## config.mk

```make
export PLATFORM = sky130hd
export DESIGN_NAME = fetch_seq
export DESIGN_NICKNAME = d
export VERILOG_FILES = /design/src/rtl/fetch_seq.sv
export SDC_FILE = /design/constraint.sdc
export NUM_CORES = 1
export LEC_CHECK = 0
export CORE_MARGIN = 1.5
export CORE_UTILIZATION = 40
export CTS_CLUSTER_SIZE = 20
export DETAILED_ROUTE_END_ITERATION = 10
export GPL_ROUTABILITY_DRIVEN = 0
export HOLD_SLACK_MARGIN = 0.12
export PLACE_DENSITY = 0.75
export SLEW_MARGIN = 30
export SYNTH_ARGS = -nofsm -noshare
export SYNTH_HDL_FRONTEND = slang
export SYNTH_SLANG_ARGS = --single-unit
```

## constraint.sdc

```tcl
create_clock -name clk -period 6 [get_ports clk]
set_clock_uncertainty 0.1 [all_clocks]
set_input_delay 0.9 -clock clk [delete_from_list [all_inputs] [get_ports clk]]
set_output_delay 0.9 -clock clk [all_outputs]
set_load 0.01 [all_outputs]
```

## src/rtl/fetch_seq.sv

```systemverilog
// fetch_seq: program counter, instruction fetch handshake and the five-stage sequencer
// (FETCH/DECODE/EXEC/MEM/WRITE). Optional FETCH_MISALIGN_TRAP_EN halts on a misaligned next PC.
module fetch_seq #(
    parameter logic [31:0] RESET_PC = 32'h0000_0000
) (
    input  logic        clk,
    input  logic        rst,
    output logic        imem_req,
    output logic [31:0] imem_addr,
    input  logic        imem_ack,
    input  logic [31:0] imem_rdata,
    input  logic        branch_uc,
    input  logic        branch_c,
    input  logic        jump_reg,
    input  logic        cond,
    input  logic [31:0] imm,
    input  logic [31:0] alu_result,
    input  logic        mem_busy,
    output logic [2:0]  state,
    output logic [31:0] instr_raw,
    output logic [31:0] pc,
    output logic [31:0] pc_plus4,
    output logic        halt
);

    typedef enum logic [2:0] {
        ST_FETCH  = 3'd0,
        ST_DECODE = 3'd1,
        ST_EXEC   = 3'd2,
        ST_MEM    = 3'd3,
        ST_WRITE  = 3'd4
    } state_e;

    state_e      state_q, state_d;
    logic [31:0] pc_q, pc_d;
    logic [31:0] instr_q, instr_d;
    logic        req_q, req_d;
    logic        halted_d;
    logic [31:0] target;

    // Branch target; only consumed in WRITE, so the controls are don't-care elsewhere.
    always_comb begin
        target = pc_q + 32'd4;
        if (branch_uc && jump_reg) begin
            target = alu_result & ~32'h1;
        end else if (branch_uc || (branch_c && cond)) begin
            target = pc_q + imm;
        end
    end

`ifdef FETCH_MISALIGN_TRAP_EN
    logic halt_q, halt_d;
`endif

    // Handshake: imem_req is registered and held high with imem_addr stable for every FETCH
    // cycle until imem_ack; an ack counts only while req is high in FETCH, so acks in other
    // states, in the first cycle after reset, or while halted are ignored.
    always_comb begin
        state_d = state_q;
        pc_d    = pc_q;
        instr_d = instr_q;
`ifdef FETCH_MISALIGN_TRAP_EN
        halt_d  = halt_q;
`endif
        case (state_q)
            ST_FETCH: begin
                if (req_q && imem_ack) begin
                    instr_d = imem_rdata;
                    state_d = ST_DECODE;
                end
            end
            ST_DECODE: state_d = ST_EXEC;
            ST_EXEC:   state_d = ST_MEM;
            ST_MEM: begin
                if (!mem_busy) begin
                    state_d = ST_WRITE;
                end
            end
            ST_WRITE: begin
                state_d = ST_FETCH;
`ifdef FETCH_MISALIGN_TRAP_EN
                if (target[1:0] != 2'b00) begin
                    halt_d = 1'b1;
                end else begin
                    pc_d = target;
                end
`else
                pc_d = target & ~32'h3;
`endif
            end
            default: state_d = ST_FETCH;
        endcase
`ifdef FETCH_MISALIGN_TRAP_EN
        halted_d = halt_d;
`else
        halted_d = 1'b0;
`endif
        req_d = (state_d == ST_FETCH) && !halted_d;
    end

    always_ff @(posedge clk or posedge rst) begin
        if (rst) begin
            state_q <= ST_FETCH;
            pc_q    <= RESET_PC;
            instr_q <= 32'h0;
            req_q   <= 1'b0;
        end else begin
            state_q <= state_d;
            pc_q    <= pc_d;
            instr_q <= instr_d;
            req_q   <= req_d;
        end
    end

`ifdef FETCH_MISALIGN_TRAP_EN
    always_ff @(posedge clk or posedge rst) begin
        if (rst) begin
            halt_q <= 1'b0;
        end else begin
            halt_q <= halt_d;
        end
    end
    assign halt = halt_q;
`else
    assign halt = 1'b0;
`endif

    assign state     = state_q;
    assign pc        = pc_q;
    assign pc_plus4  = pc_q + 32'd4;
    assign imem_req  = req_q;
    assign imem_addr = pc_q;
    assign instr_raw = instr_q;

endmodule

```

After elaboration in Yosys (flattened, before gate mapping)
Index checks and enable logic that the tools add are counted.
- bits in registers: 66
- latch bits: 0
- bits in writable memories: 0
- memory bits (read-only): 0
- input bits: 104
- output and inout bits: 133
- word-level logic and storage cells: 22
- memories kept: 0
- add/sub/neg operators: 2
- multiply operators: 0
- divide/modulo/power cells: 0
- order comparisons: 0
- equal/unequal tests: 4
- shifts and indexed selects: 0
- muxes and demuxes: 5
- bitwise operators: 0
- reduce and logical (&&, ||, !) cells: 7
- operators with widths (operator ; number):
    32-bit 2-to-1 mux ; 2
    32-bit by 3-bit adder with 32-bit output (second input constant) ; 1
    32-bit adder ; 1
    3-bit one-hot mux with 4 select lines ; 1
    3-bit by 2-bit == test with 1-bit output (second input constant) ; 2
    3-bit logical NOT ; 2
    3-bit 2-to-1 mux ; 2
    3-bit by 1-bit == test with 1-bit output (second input constant) ; 1
    3-bit == test (second input constant) ; 1
    1-bit logical AND ; 3
    2-bit AND reduction ; 1
    1-bit logical OR ; 1

Logic depth before layout (Yosys ltp)
- word-level depth: 4
- gate-level depth with buffers: 10
- depth with buffers taken out: 10

Least setup slack after synthesis
Ideal clock, no wire load.
- kind: in2reg
- start point: in imm[2]
- end point: reg pc_q[30], in the netlist imem_addr[30]
- setup time: 121 ps
- data arrival time: 2782 ps
- data required time: 5779 ps
- slack: 2997 ps
- stages: 10
- buffers on the path: 0
- cell sequence: ha_1 fa_1 a21oi_1 o21ai_0 a21oi_1 o31ai_1 a21oi_1 or3_1 a31oi_1 nor2_1
- cells in the longest elaborated chain, start to end: 3
- ends and longest elaborated chain (item ; line ; RTL):
    start: declaration ; 16 ; input logic [31:0] imm,
    32-bit adder ; 47 ; target = pc_q + imm;
    32-bit 2-to-1 mux ; 46 ; end else if (branch_uc || (branch_c && cond)) begin
    32-bit 2-to-1 mux ; 44 ; if (branch_uc && jump_reg) begin
    end signal: assignment ; 109 ; pc_q <= pc_d;
    end: declaration ; 35 ; logic [31:0] pc_q, pc_d;
Every way passes these cells.
A chain may end at the register's enable or synchronous reset.

Worst setup path in the final report
- start point: reg pc_q[3], in the netlist imem_addr[3]
- end point: out pc_plus4[28]
- cells in the longest elaborated chain, start to end: 1
- ends and longest elaborated chain (item ; line ; RTL):
    32-bit by 3-bit adder with 32-bit output ; 130 ; assign pc_plus4 = pc_q + 32'd4;
    end: declaration ; 22 ; output logic [31:0] pc_plus4,
Every way passes these cells.

==> load_flow_metrics.sql <==
INSERT INTO impl_metrics (metric_group, metric, value, unit) VALUES
('run_status', 'outcome', 'complete, no violations', ''),
('finish', 'nFillCells', '1189', ''),
('worst_setup_path', 'reg2reg_to', 'imem_addr[30]', ''),
('sta', 'final_max_slew_viol_count', '0', ''),
('finish', 'area_delta_synth_final', '44.6', '%'),
('die', 'ios', '237', ''),
('finish', 'final_cells', '1001', ''),
('sta', 'finalCritPeriodShare', '0.710', ''),
('finish', 'final_layout_size_suffix_gt1_frac', '0.0836', ''),
('clock_tree', 'cts_hold_repair.buffers', '0', ''),
('clock_tree', 'post_cts_resized', '0', ''),
('global_routing', 'gr-usage-met3', '0.0560', ''),
('power_and_ir_drop', 'part_of_the_power_in_the_clock_network', '0.124', ''),
('sta', 'tns', '0', 'ps'),
('power_and_ir_drop', 'swShare', '0.428', ''),
('sta', 'hold_slack', '400', 'ps'),
('logic_synthesis', 'syn-mean-instance-area', '8.42', 'µm²'),
('worst_setup_path', 'timing_worst_setup_path_type', 'reg -> out', ''),
('clock_tree', 'max-clock-path-buffers', '2', ''),
('clock_tree', 'cts-buffers-inserted', '9', ''),
('global_routing', 'grt_antenna_before_repair', '0', ''),
('clock_tree', 'worst_setup_hold_path_clk_slew', '50', 'ps'),
('drt', 'vias_per_instance', '5.59', ''),
('drt', 'postRouteWirelength', '18000', 'µm'),
('power_and_ir_drop', 'irDropWorstVdd', '0.000292', 'V'),
('sta', 'period_minus_slack', '4260', 'ps'),
('power_and_ir_drop', 'p_sw', '1.80', 'mW'),
('place', 'dp_area', '7550', 'µm²'),
('worst_setup_path', 'worst_r2r_path_depth', '10', ''),
('logic_synthesis', 'ys_types', '61', ''),
('sta', 'timing.max_slew.rel_slack', '0.409', ''),
('logic_synthesis', 'yosysWarnings', '0', ''),
('clock_tree', 'clock_tree.root_cell', 'clkbuf_16', ''),
('power_and_ir_drop', 'seq_power_share', '0.234', ''),
('worst_setup_path', 'crit-reg2reg-launch', 'imem_addr[2]', ''),
('global_routing', 'grt.met1_usage', '0.319', ''),
('finish', 'n_antenna_cell', '0', ''),
('power_and_ir_drop', 'power_frac_comb', '0.642', ''),
('power_and_ir_drop', 'power_leakage', '3.14', 'nW'),
('place', 'dp_cells', '985', ''),
('global_routing', 'pin_count_of_the_biggest_net_entering_global_routing', '67', ''),
('hold_path', 'hold_class', 'reg -> reg', ''),
('drt', 'total_number_of_vias', '5593', ''),
('clock_tree', 'clkSinkCount', '66', ''),
('die', 'fp-row-count', '42', ''),
('finish', 'regArea', '1650', 'µm²'),
('die', 'chip_height', '119', 'µm'),
('logic_synthesis', 'synthesis.area', '5430', 'µm²'),
('drt', 'first_pass_iters', '5', ''),
('worst_setup_path', 'cp-endpoint', 'pc_plus4[28]', ''),
('power_and_ir_drop', 'power.total', '4.20', 'mW'),
('worst_setup_path', 'crit_path_start_kind', 'flop', ''),
('clock_tree', 'ctsHtreeMaxLevel', '3', ''),
('die', 'chipWidth', '119', 'µm'),
('global_routing', 'most_heavily_used_metal_layer_in_global_routing', 'met2', ''),
('die', 'design.core.area', '13200', 'µm²'),
('sta', 'clock.fmax', '0.235', 'GHz'),
('worst_setup_path', 'worst_ep_required_time', '5000', 'ps'),
('finish', 'design_area', '7850', 'µm²'),
('global_routing', 'grt_first_pass_wirelength', '28200', 'µm'),
('logic_synthesis', 'synth-async-reset-ratio', '1.00', ''),
('worst_setup_path', 'cp_max_fo', '9', ''),
('worst_setup_path', 'cp.arrival', '3260', 'ps'),
('logic_synthesis', 'synth_edf_count', '0', ''),
('global_routing', 'grt.total_usage', '0.249', ''),
('power_and_ir_drop', 'pwr_density_cell', '536', 'nW/µm²'),
('global_routing', 'global_route.usage.met2', '0.412', ''),
('clock_tree', 'tritoncts', 'yes', ''),
('worst_setup_path', 'timing.critical_path.to_type', 'output port', ''),
('global_routing', 'grt_overflow', '0', ''),
('logic_synthesis', 'synth.ff_latch_count', '66', '');
Yosys cell counts, types with 8 or more instances:
library cell / number / area share
inv_1: 15 / 0.010
a31oi_1: 11 / 0.013
nand3_1: 22 / 0.020
ha_1: 30 / 0.069
nor2_1: 42 / 0.029
clkbuf_1: 29 / 0.020
nand4_1: 13 / 0.015
a21oi_1: 48 / 0.044
mux2_2: 32 / 0.066
o21ai_0: 58 / 0.053
buf_4: 37 / 0.051
xnor2_1: 39 / 0.063
dfrtp_1: 66 / 0.30
nand2_1: 65 / 0.045
o22ai_1: 8 / 0.0092
xor2_1: 14 / 0.023
and3_1: 9 / 0.010
worst min-delay path by stage:
stage,slack (ps),start,end,depth (start not counted)
2_1_floorplan,440,state[1],state[1],1
3_3_place_gp,390,instr_raw[20],instr_raw[20],1
3_5_place_dp,400,instr_raw[7],instr_raw[7],1
4_1_cts,410,instr_raw[2],instr_raw[2],1
5_1_grt,420,instr_raw[14],instr_raw[14],1
6_report,400,instr_raw[7],instr_raw[7],1
power groups by stage:
stage          Combinational (mW)  Clock [mW]  Sequential [mW]
2_1_floorplan                1.50           0            0.999
5_1_grt                      2.91       0.550             1.03
3_3_place_gp                 2.63           0            0.974
6_report                     2.70       0.520            0.985
3_5_place_dp                 2.67           0            0.996
4_1_cts                      2.69       0.530            0.990
state kept, by name (all words and copies together), names as in the netlist:
signal,count
imem_addr,30
instr_raw,32
imem_req,1
state,3
worst max-delay path, stage by stage (launching register included):
cell             delay [ps]
dfrtp_1                 580
ha_1                    320
nand4_1                 370
nor4_2                  630
and2_2                  300
xor2_2                  160
clkdlybuf4s50_1         570
through the flow:
stage	util	setup WS [ps]
finish	0.593	1740
global route	0.593	1560
global placement	0.570	1950
CTS	0.593	1760
detailed placement	0.570	1880
floorplan	-	3000
routing by layer:
metal | vias up | share of wire
met5 | - | 0
met4 | 0 | 0.022
met3 | 33 | 0.082
met2 | 302 | 0.48
met1 | 2609 | 0.41
li1 | 2649 | -
layout by cell type, fill, tap and decap left out, drive strengths merged, types with 8 or more instances in the layout:
master and instances:
a21oi 48, dfrtp 66, nand3 22, nand2 66
o21ai 60, a31oi 11, xnor2 39, ha 30
clkdlybuf4s50 225, nor2 42, mux2 32, clkbuf 9
and3 9, xor2 15, o22ai 8, nand4 13
inv 15
final cells by class:
type,count,share of cell area
clock inverters,7,0.00893
inverters,15,0.00717
multi-input cells,498,0.425
clock buffers,9,0.0287
flip-flops and latches,66,0.210
well taps,176,0.0281
repair buffers,230,0.292
kinds of logic (layout without fill, tap and decap cells):
| group | count (synthesis) | after routing | synth area share |
|---|---|---|---|
| buffers and inverters | 87 | 261 | 0.0867 |
| other | 1 | 7 | 0.000691 |
| DFF | 66 | 66 | 0.304 |
| AOI/OAI and AO/OA | 184 | 184 | 0.209 |
| and+or+nand+nor | 190 | 190 | 0.171 |
| adders and majority gates | 31 | 31 | 0.0728 |
| muxes | 32 | 32 | 0.0664 |
| xor gates and xnor gates | 54 | 54 | 0.0885 |
(Power assumes the default switching activity.)
